**src/rtl/flash_rom_loader_pkg.sv**
```systemverilog
// flash_rom_loader_pkg: loader state encoding and handshake timeout limits.
package flash_rom_loader_pkg;
  typedef enum logic [3:0] {
    IDLE, WAIT_RDY, REQ, WAIT_BUSY, WAIT_DONE, WRITE, NEXT, DONE, ERROR
  } state_t;
  localparam int BUSY_TIMEOUT = 8;
  localparam int XFER_TIMEOUT = 64;
  localparam int MAX_RETRY = 3;
endpackage

```
**src/rtl/flash_rom_loader.sv**
```systemverilog
// flash_rom_loader: copies a ROM image byte by byte from the SPI flash reader into target memory.
module flash_rom_loader
  import flash_rom_loader_pkg::*;
#(
  parameter logic [23:0] FLASH_BASE = 24'h200000,
  parameter int LEN = 16384,
  parameter int ADDR_W = 14,
  parameter bit AUTO_START = 1'b1
) (
  input  logic              clk,
  input  logic              resetn,
  input  logic              start,
  input  logic              flash_ready,
  output logic              flash_cs,
  output logic [23:0]       flash_addr,
  input  logic              flash_busy,
  input  logic [7:0]        flash_dout,
  output logic [ADDR_W-1:0] mem_addr,
  output logic [7:0]        mem_data,
  output logic              mem_we,
  input  logic              mem_ack,
  output logic              loading,
  output logic              done,
  output logic              error
);
  localparam logic [ADDR_W:0] CNT_LEN = (ADDR_W+1)'(LEN);
  state_t state_q, state_d;
  logic [ADDR_W:0] cnt_q, cnt_d;
  logic [1:0] retry_q, retry_d;
  logic [6:0] tmo_q, tmo_d;
  logic flash_cs_q, flash_cs_d, mem_we_q, mem_we_d;
  logic loading_q, loading_d, done_q, done_d, error_q, error_d;
  logic [23:0] flash_addr_q, flash_addr_d;
  logic [ADDR_W-1:0] mem_addr_q, mem_addr_d;
  logic [7:0] mem_data_q, mem_data_d;
  logic go;
  always_comb begin
    state_d = state_q;
    cnt_d = cnt_q;
    retry_d = retry_q;
    tmo_d = tmo_q;
    flash_cs_d = flash_cs_q;
    flash_addr_d = flash_addr_q;
    mem_addr_d = mem_addr_q;
    mem_data_d = mem_data_q;
    mem_we_d = mem_we_q;
    loading_d = loading_q;
    done_d = done_q;
    error_d = error_q;
    go = (state_q == IDLE && (AUTO_START || start)) || ((state_q == DONE || state_q == ERROR) && start);
    case (state_q)
      WAIT_RDY: state_d = flash_ready && !flash_busy ? REQ : WAIT_RDY;
      REQ: begin
        flash_cs_d = 1'b1;
        tmo_d = '0;
        state_d = WAIT_BUSY;
      end
      WAIT_BUSY: begin
        tmo_d = tmo_q + 7'd1;
        if (flash_busy) begin
          flash_cs_d = 1'b0;
          tmo_d = '0;
          state_d = WAIT_DONE;
        end else if (tmo_q == 7'(BUSY_TIMEOUT - 1)) begin
          // dropping cs for the REQ cycle gives the reader a fresh rising edge
          flash_cs_d = 1'b0;
          retry_d = retry_q + 2'd1;
          state_d = retry_d < 2'(MAX_RETRY) ? REQ : ERROR;
          error_d = retry_d >= 2'(MAX_RETRY);
        end
      end
      WAIT_DONE: begin
        tmo_d = tmo_q + 7'd1;
        if (!flash_busy) begin
          mem_data_d = flash_dout;
          mem_we_d = 1'b1;
          retry_d = '0;
          state_d = WRITE;
        end else if (tmo_q == 7'(XFER_TIMEOUT - 1)) begin
          error_d = 1'b1;
          state_d = ERROR;
        end
      end
      WRITE: if (mem_ack) begin
        mem_we_d = 1'b0;
        cnt_d = cnt_q + (ADDR_W+1)'(1);
        state_d = NEXT;
      end
      NEXT: if (cnt_q == CNT_LEN) begin
        loading_d = 1'b0;
        done_d = 1'b1;
        state_d = DONE;
      end else begin
        mem_addr_d = mem_addr_q + (ADDR_W)'(1);
        flash_addr_d = flash_addr_q + 24'd1;
        state_d = REQ;
      end
      default: ;
    endcase
    if (go) begin
      state_d = WAIT_RDY;
      cnt_d = '0;
      retry_d = '0;
      mem_addr_d = '0;
      flash_addr_d = FLASH_BASE;
      loading_d = 1'b1;
      done_d = 1'b0;
      error_d = 1'b0;
    end
  end
  always_ff @(posedge clk or negedge resetn) begin
    if (!resetn) begin
      state_q <= IDLE;
      cnt_q <= '0;
      retry_q <= '0;
      tmo_q <= '0;
      flash_cs_q <= 1'b0;
      flash_addr_q <= FLASH_BASE;
      mem_addr_q <= '0;
      mem_data_q <= '0;
      mem_we_q <= 1'b0;
      loading_q <= 1'b0;
      done_q <= 1'b0;
      error_q <= 1'b0;
    end else begin
      state_q <= state_d;
      cnt_q <= cnt_d;
      retry_q <= retry_d;
      tmo_q <= tmo_d;
      flash_cs_q <= flash_cs_d;
      flash_addr_q <= flash_addr_d;
      mem_addr_q <= mem_addr_d;
      mem_data_q <= mem_data_d;
      mem_we_q <= mem_we_d;
      loading_q <= loading_d;
      done_q <= done_d;
      error_q <= error_d;
    end
  end
  assign flash_cs = flash_cs_q;
  assign flash_addr = flash_addr_q;
  assign mem_addr = mem_addr_q;
  assign mem_data = mem_data_q;
  assign mem_we = mem_we_q;
  assign loading = loading_q;
  assign done = done_q;
  assign error = error_q;
endmodule

```
**config.mk**
```make
export PLATFORM = sky130hd
export DESIGN_NAME = flash_rom_loader
export DESIGN_NICKNAME = d
export VERILOG_FILES = /design/src/rtl/flash_rom_loader_pkg.sv /design/src/rtl/flash_rom_loader.sv
export SDC_FILE = /design/constraint.sdc
export NUM_CORES = 1
export LEC_CHECK = 0
export BUFFER_PORTS_ARGS = -buffer_cell sky130_fd_sc_hd__clkbuf_2
export CELL_PAD_IN_SITES_DETAIL_PLACEMENT = 1
export CELL_PAD_IN_SITES_GLOBAL_PLACEMENT = 1
export CORE_ASPECT_RATIO = 2
export CORE_MARGIN = 3
export CORE_UTILIZATION = 45
export CTS_BUF_LIST = sky130_fd_sc_hd__clkbuf_8
export DETAILED_ROUTE_END_ITERATION = 10
export GPL_TIMING_DRIVEN = 0
export PLACE_DENSITY_LB_ADDON = 0.1
export RECOVER_POWER = 100
export SKIP_CTS_REPAIR_TIMING = 1
export SYNTH_ARGS = -nofsm -noshare
export SYNTH_HDL_FRONTEND = slang
export SYNTH_SLANG_ARGS = --single-unit
```
**constraint.sdc**
```tcl
create_clock -name clk -period 2.3 [get_ports clk]
set_clock_uncertainty 0.05 [all_clocks]
set_input_delay 0 -clock clk [delete_from_list [all_inputs] [get_ports clk]]
set_output_delay 0 -clock clk [all_outputs]
set_load 0.03 [all_outputs]
```
==> results of run 1 <==
[registers in the layout, summed over array words and instances, names as in the netlist, 2 cells and up]
| register | flops |
|---|---|
| cnt_q | 15 |
| retry_q | 2 |
| tmo_q | 7 |
| state_q | 4 |
| flash_addr | 24 |
| mem_addr | 14 |
| mem_data | 8 |
[layout by cell type (no fill, tap or decap), drive strengths merged, types with 5 or more instances in the layout]
master | Yosys | routed
clkbuf | 2 | 81
nand4 | 23 | 23
xor2 | 29 | 29
and4 | 5 | 5
or3 | 6 | 6
dfrtp | 78 | 78
buf | 12 | 9
ha | 6 | 6
mux2 | 10 | 10
o31ai | 6 | 6
nor4 | 10 | 10
inv | 10 | 13
nor3 | 8 | 8
nand2 | 33 | 33
nor2 | 61 | 61
dlygate4sd3 | 0 | 9
nand2b | 5 | 5
a21oi | 14 | 14
o21ai | 13 | 13
xnor2 | 10 | 10
and3 | 9 | 9
nand3 | 27 | 27
[critical path, delay by kind of cell, from the launching register on]
kind	cells	cell delay, ns
compound gates	1	0.52
flops	1	0.41
mux	1	0.38
simple gates	3	0.47
fa+ha+maj	1	0.22
[final cells by class]
| cell class | instances | share of cell area |
|---|---|---|
| Multi-Input combinational cell | 313 | 0.423 |
| Sequential cell | 79 | 0.407 |
| Timing Repair Buffer | 76 | 0.0798 |
| Tap cell | 100 | 0.0257 |
| Clock buffer | 9 | 0.0255 |
| Clock inverter | 7 | 0.0165 |
| Buffer | 14 | 0.0149 |
| Inverter | 10 | 0.00772 |
[how the worst max path moves through the flow]
| stage | endpoint | slack [ns] |
|---|---|---|
| 2_1_floorplan | flash_addr[23]$_DFFE_PN0P_ | 0.35 |
| 6_report | state_q[3]$_DFFE_PN0P_ | 0.12 |
| 4_1_cts | mem_addr[2]$_DFFE_PN0P_ | -0.18 |
| 3_5_place_dp | mem_addr[2]$_DFFE_PN0P_ | -0.13 |
| 5_1_grt | flash_addr[8]$_DFFE_PN0P_ | 0.005 |
| 3_3_place_gp | flash_addr[3]$_DFFE_PN0P_ | -0.06 |
[per-layer routing]
| metal | track usage | wire (um) |
|---|---|---|
| met4 | 0.105 | 295 |
| met2 | 0.434 | 6590 |
| met3 | 0.0433 | 423 |
| met5 | 0 | 0 |
| met1 | 0.237 | 4000 |
[cells by family after synthesis]
group / count (synthesis)
AOI/OAI and AO/OA: 50
xor gates and xnor gates: 39
buffers and inverters: 24
DFF: 79
muxes: 12
adders and majority gates: 6
and+or+nand+nor: 206
[report_power, final]
part	switching [mW]	total, mW	internal, mW
logic	1.06	1.54	0.477
registers	0.161	1.74	1.58
clock network	0.574	1.09	0.514
[per-stage QoR]
| step | setup TNS [ns] | hold slack, ns | std cells |
|---|---|---|---|
| after floorplan | 0 | -0.346 | 416 |
| after global placement | -0.224 | 0.183 | 580 |
| after detailed placement | -0.882 | -0.0698 | 581 |
| after CTS | -1.52 | -0.477 | 597 |
| after global routing | 0 | 0.0937 | 608 |
| final | 0 | 0.0741 | 608 |
==> flow_summary.yaml, run 1 <==
synthesis:
  synthMuxAreaShare: 0.0321
  netlist_area_mm2: 0.00414
  synth.distinct_cells: 61
  synth_xor_area_frac: 0.0826
  synth_top_family_by_area: "simple AND/OR/NAND/NOR gates"
  syn_inst: 416
  yosysWarningCount: 0
  yosys.area_share.adder: 0.0182
  synth.area.top_cells: "dfrtp_1 47%, xor2_1 6.1%, nor2_1 5.4%"
  async_flop_share: 1.00
  synth_nets: 436
  ys.flop_type: "dfrtp_1"
  synth-seq-cells: 79
  synth-edff-count: 0
  synthSimpleGateAreaFrac: 0.282
  synth_largest_area_cell: "dfrtp_1"
  synth_top_cell_area_share: 0.472
  synth_compound_area_frac: 0.0802
  synth_most_common_cell: "dfrtp_1"
  syn_avg_cell_area_um2: 9.94
  ys_seq_area_frac: 0.478
  synth_common_cells: "78 x dfrtp_1, 60 x nor2_1, 33 x nand2_1, 29 x xor2_1, 26 x nand3_1"
die:
  placementRows: 48
  core_mm2: 0.00877
  dieWidth_um: 73.8
  io_pins: 65
  die_h_um: 142
  dieArea_mm2: 0.0104
  initial_utilization: 0.472
cts:
  cts_tree: "yes"
  htree_num_levels: 3
  clock-sinks: 79
  cts_buffers: 9
  clk_pin_slew_ns: 0.09
  clock_path_buffers: 2
  clk_latency_ns: 0.37
  cts_root_buf: "clkbuf_8"
timing:
  maxSlewHeadroom: -0.0462
  worstMarginPinSlew_ns: 1.57
  max_clock_freq_ghz: 0.460
  finalCritPeriodShare: 0.946
  finalMaxSlewViolations: 26
  rsz0062_at_grt: "false"
  fin_ws_ns: 0.124
  setup_viol: 0
  min_period_ns: 2.18
  hold_viol_final: 0
run_status:
  outcome: "finished, violations left"
  violations: "capacitance limit, slew limit"
pwr:
  finalPower_mw: 4.37
  p_leak_nw: 2.09
  vdd_drop_max_mv: 0.643
  power_density_mw_per_mm2: 899
critical_path:
  r2r_slack_ns: 0.12
  required_ns: 2.51
  crit_path_top_delay_cell: "o22ai_1"
  timing.rr.end: "state_q[3]$_DFFE_PN0P_"
  crit_path_end_kind: "register"
  path_class: "reg -> reg"
  r2r-start: "tmo_q[0]$_DFFE_PN0P_"
  crit_fanout: 5
  max_stage_delay_ns: 0.52
  r2r_cells: 6
  crit_path_start: "tmo_q[0]$_DFFE_PN0P_"
  cp.arrival_ns: 2.38
  startpoint_type: "register"
  cp_cell_sequence: "ha_1 -> and2_0 -> nand4_1 -> nor2_1 -> o22ai_1 -> mux2_1"
min_path:
  hold_path_end: "mem_we$_DFFE_PN0P_"
  min_path_cells: 4
  holdCritPathClass: "in -> reg"
  worstHoldStart: "flash_busy"
placement:
  dp_slack_ns: -0.135
  place_area_mm2: 0.00461
  port_buffers: 64
  place.gp.congestion: 0.779
  dp_hpwl_um: 8560
finish:
  areaGrowthSynthToFinish_pct: 17.5
  multi_input_area_mm2: 0.00205
  drive_gt1_frac: 0.134
  post-route-util: 0.554
  register_area_mm2: 0.00198
  final_nets: 523
  diodes: 0
  nFillCells: 1028
  fin_area_mm2: 0.00486
detailed_routing:
  dr.pass1.iters: 4
  routedWlPerCell_um: 18.6
  first_iter_violations: 164
  drc: 0
  vias: 3571
  drt_wl_total_um: 11300
  ant_nets: 0
  viasPerCell: 5.87
flow_run:
  drv_cap: 1
grt:
  grt_util_all_layers: 0.232
  grt_antenna_before_repair: 0
  grt_max_degree: 55
  grt_pass1_wl_um: 18700
  grt_pass1_vias: 3741
  grt_overflow_total: 0
Note: power is estimated with default switching activity, not from simulation.
==> run 2: changes to the inputs <==
--- a/config.mk
+++ b/config.mk
@@ -9,5 +9,4 @@
 export CELL_PAD_IN_SITES_DETAIL_PLACEMENT = 1
 export CELL_PAD_IN_SITES_GLOBAL_PLACEMENT = 1
-export CORE_ASPECT_RATIO = 2
 export CORE_MARGIN = 3
 export CORE_UTILIZATION = 45
--- a/constraint.sdc
+++ b/constraint.sdc
@@ -3,3 +3,3 @@
 set_input_delay 0 -clock clk [delete_from_list [all_inputs] [get_ports clk]]
 set_output_delay 0 -clock clk [all_outputs]
-set_load 0.03 [all_outputs]
+set_load 0.005 [all_outputs]
==> flow_summary.yaml, run 2 (synthesis results as in run 1) <==
die:
  placementRows: 34
  initial_utilization: 0.470
  core_mm2: 0.00881
  dieArea_mm2: 0.0104
  die_h_um: 102
  io_pins: 65
  dieWidth_um: 102
finish:
  layoutNonFillerInstCount: 617
  final_nets: 524
  nFillCells: 1013
  areaGrowthSynthToFinish_pct: 19.8
  final_common_cell: "dfrtp_1"
  largest_reg_flops: 24
  layout_common_cells: "77 x dfrtp_1, 60 x nor2_1, 39 x clkbuf_2"
  drive_gt1_frac: 0.187
  diodes: 0
cts:
  cts_tree: "yes"
  cts_buffers: 9
  clock_path_buffers: 2
  clock-sinks: 79
  clk_pin_slew_ns: 0.09
  htree_num_levels: 3
  cts_root_buf: "clkbuf_8"
  clk_latency_ns: 0.36
flow_run:
  drv_cap: 1
grt:
  grt_util_all_layers: 0.225
  grt_antenna_before_repair: 0
  grt_overflow_total: 0
  grt_max_degree: 47
  grt_pass1_wl_um: 18300
  grt_pass1_vias: 3747
timing:
  setup_viol: 0
  hold_viol_final: 0
  worstMarginPinSlew_ns: 1.94
  tns_ns: 0
  maxSlewHeadroom: -0.294
  min_period_ns: 2.16
  finalCritPeriodShare: 0.939
  max_clock_freq_ghz: 0.463
  finalMaxSlewViolations: 34
critical_path:
  startpoint_type: "register"
  crit_path_end_kind: "register"
  max_stage_delay_ns: 0.54
  required_ns: 2.54
  r2r_slack_ns: 0.14
  crit_path_top_delay_cell: "or4_1"
  crit_fanout: 10
  cp_cell_sequence: "inv_1 -> ha_1 -> nor4b_2 -> nand4_2 -> buf_4 -> nand4_4 -> or4_1 -> a21oi_1"
  path_class: "reg -> reg"
  cp.arrival_ns: 2.40
detailed_routing:
  drt_wl_total_um: 11000
  dr_wl_met3_um: 429
  dr.pass1.iters: 4
  wl_met2_um: 5620
  ant_nets: 0
  viasPerCell: 5.78
  vias: 3567
  routedWlPerCell_um: 17.8
  highest_layer: "met4"
  first_iter_violations: 78
  wl_met1_um: 4710
  drc: 0
pwr:
  vdd_drop_max_mv: 0.481
  power_density_mw_per_mm2: 877
  p_leak_nw: 2.20
placement:
  port_buffers: 64
  dp_hpwl_um: 7660
  place.gp.congestion: 0.825
  dp.cells: 589
run_status:
  outcome: "finished, violations left"
  violations: "capacitance limit, slew limit"
min_path:
  holdCritPathClass: "in -> reg"
==> run 2: cell count changes in the layout (fill, tap and decap cells not counted), moves of 2 or more <==
cell,change
clkinvlp_4,-2
clkbuf_1,-32
buf_2,+2
bufinv_16,+2
buf_1,+6
inv_6,-2
clkbuf_2,+24
==> run 2: critical path, delay by kind of cell (launching register included) <==
family                     cells  cell delay, ns
DFF                            1            0.43
adders and majority gates      1            0.21
AOI/OAI and AO/OA              1            0.15
and+or+nand+nor                4            0.99
buffers and inverters          2            0.26
==> run 2: per-layer routing <==
metal / up-vias / track usage
met3: 16 / 0.0389
met1: 1794 / 0.277
met2: 92 / 0.391
li1: 1665 / -
met5: - / 0
met4: 0 / 0.0898
==> run 2: final timing paths <==
path / from / depth (start not counted) / endpoint
setup / recovery: cnt_q[0]$_DFFE_PN0P_ / 8 / flash_addr[16]$_DFFE_PN0P_
hold / removal: start / 4 / mem_addr[5]$_DFFE_PN0P_
min in group asynchronous: resetn / 2 / flash_addr[2]$_DFFE_PN0P_
max in group asynchronous: resetn / 2 / mem_addr[11]$_DFFE_PN0P_
hold reg to reg: loading$_DFFE_PN0P_ / 2 / loading$_DFFE_PN0P_
setup reg to reg: cnt_q[0]$_DFFE_PN0P_ / 8 / flash_addr[16]$_DFFE_PN0P_
==> run 2: final cells by class <==
class	instances	area, um^2	area share
multi-input cells	313	2060	0.415
clock inverters	6	108	0.0217
plain buffers	14	72.6	0.0146
well taps	108	135	0.0273
clock buffers	10	138	0.0278
repair buffers	77	428	0.0863
inverters	10	37.5	0.00757
flip-flops and latches	79	1980	0.399
==> run 2: per-stage QoR <==
| stage | total power [mW] | hold slack (ns) | instance area [um^2] | util | setup WS [ns] |
|---|---|---|---|---|---|
| floorplan | 2.59 | -0.346 | 4140 | - | 0.375 |
| global placement | 3.03 | 0.182 | 4590 | 0.521 | -0.0293 |
| detailed placement | 3.08 | -0.0208 | 4620 | 0.525 | -0.0547 |
| CTS | 4.40 | -0.416 | 4870 | 0.553 | -0.117 |
| global route | 4.64 | 0.125 | 4960 | 0.563 | -0.00319 |
| finish | 4.35 | 0.0938 | 4960 | 0.563 | 0.141 |
==> run 2: power by group <==
| part | internal (mW) | leakage [nW] | switching [mW] | total, mW |
|---|---|---|---|---|
| logic | 0.497 | 1.01 | 0.830 | 1.33 |
| registers | 1.58 | 1.06 | 0.153 | 1.73 |
| clock network | 0.750 | 0.128 | 0.537 | 1.29 |
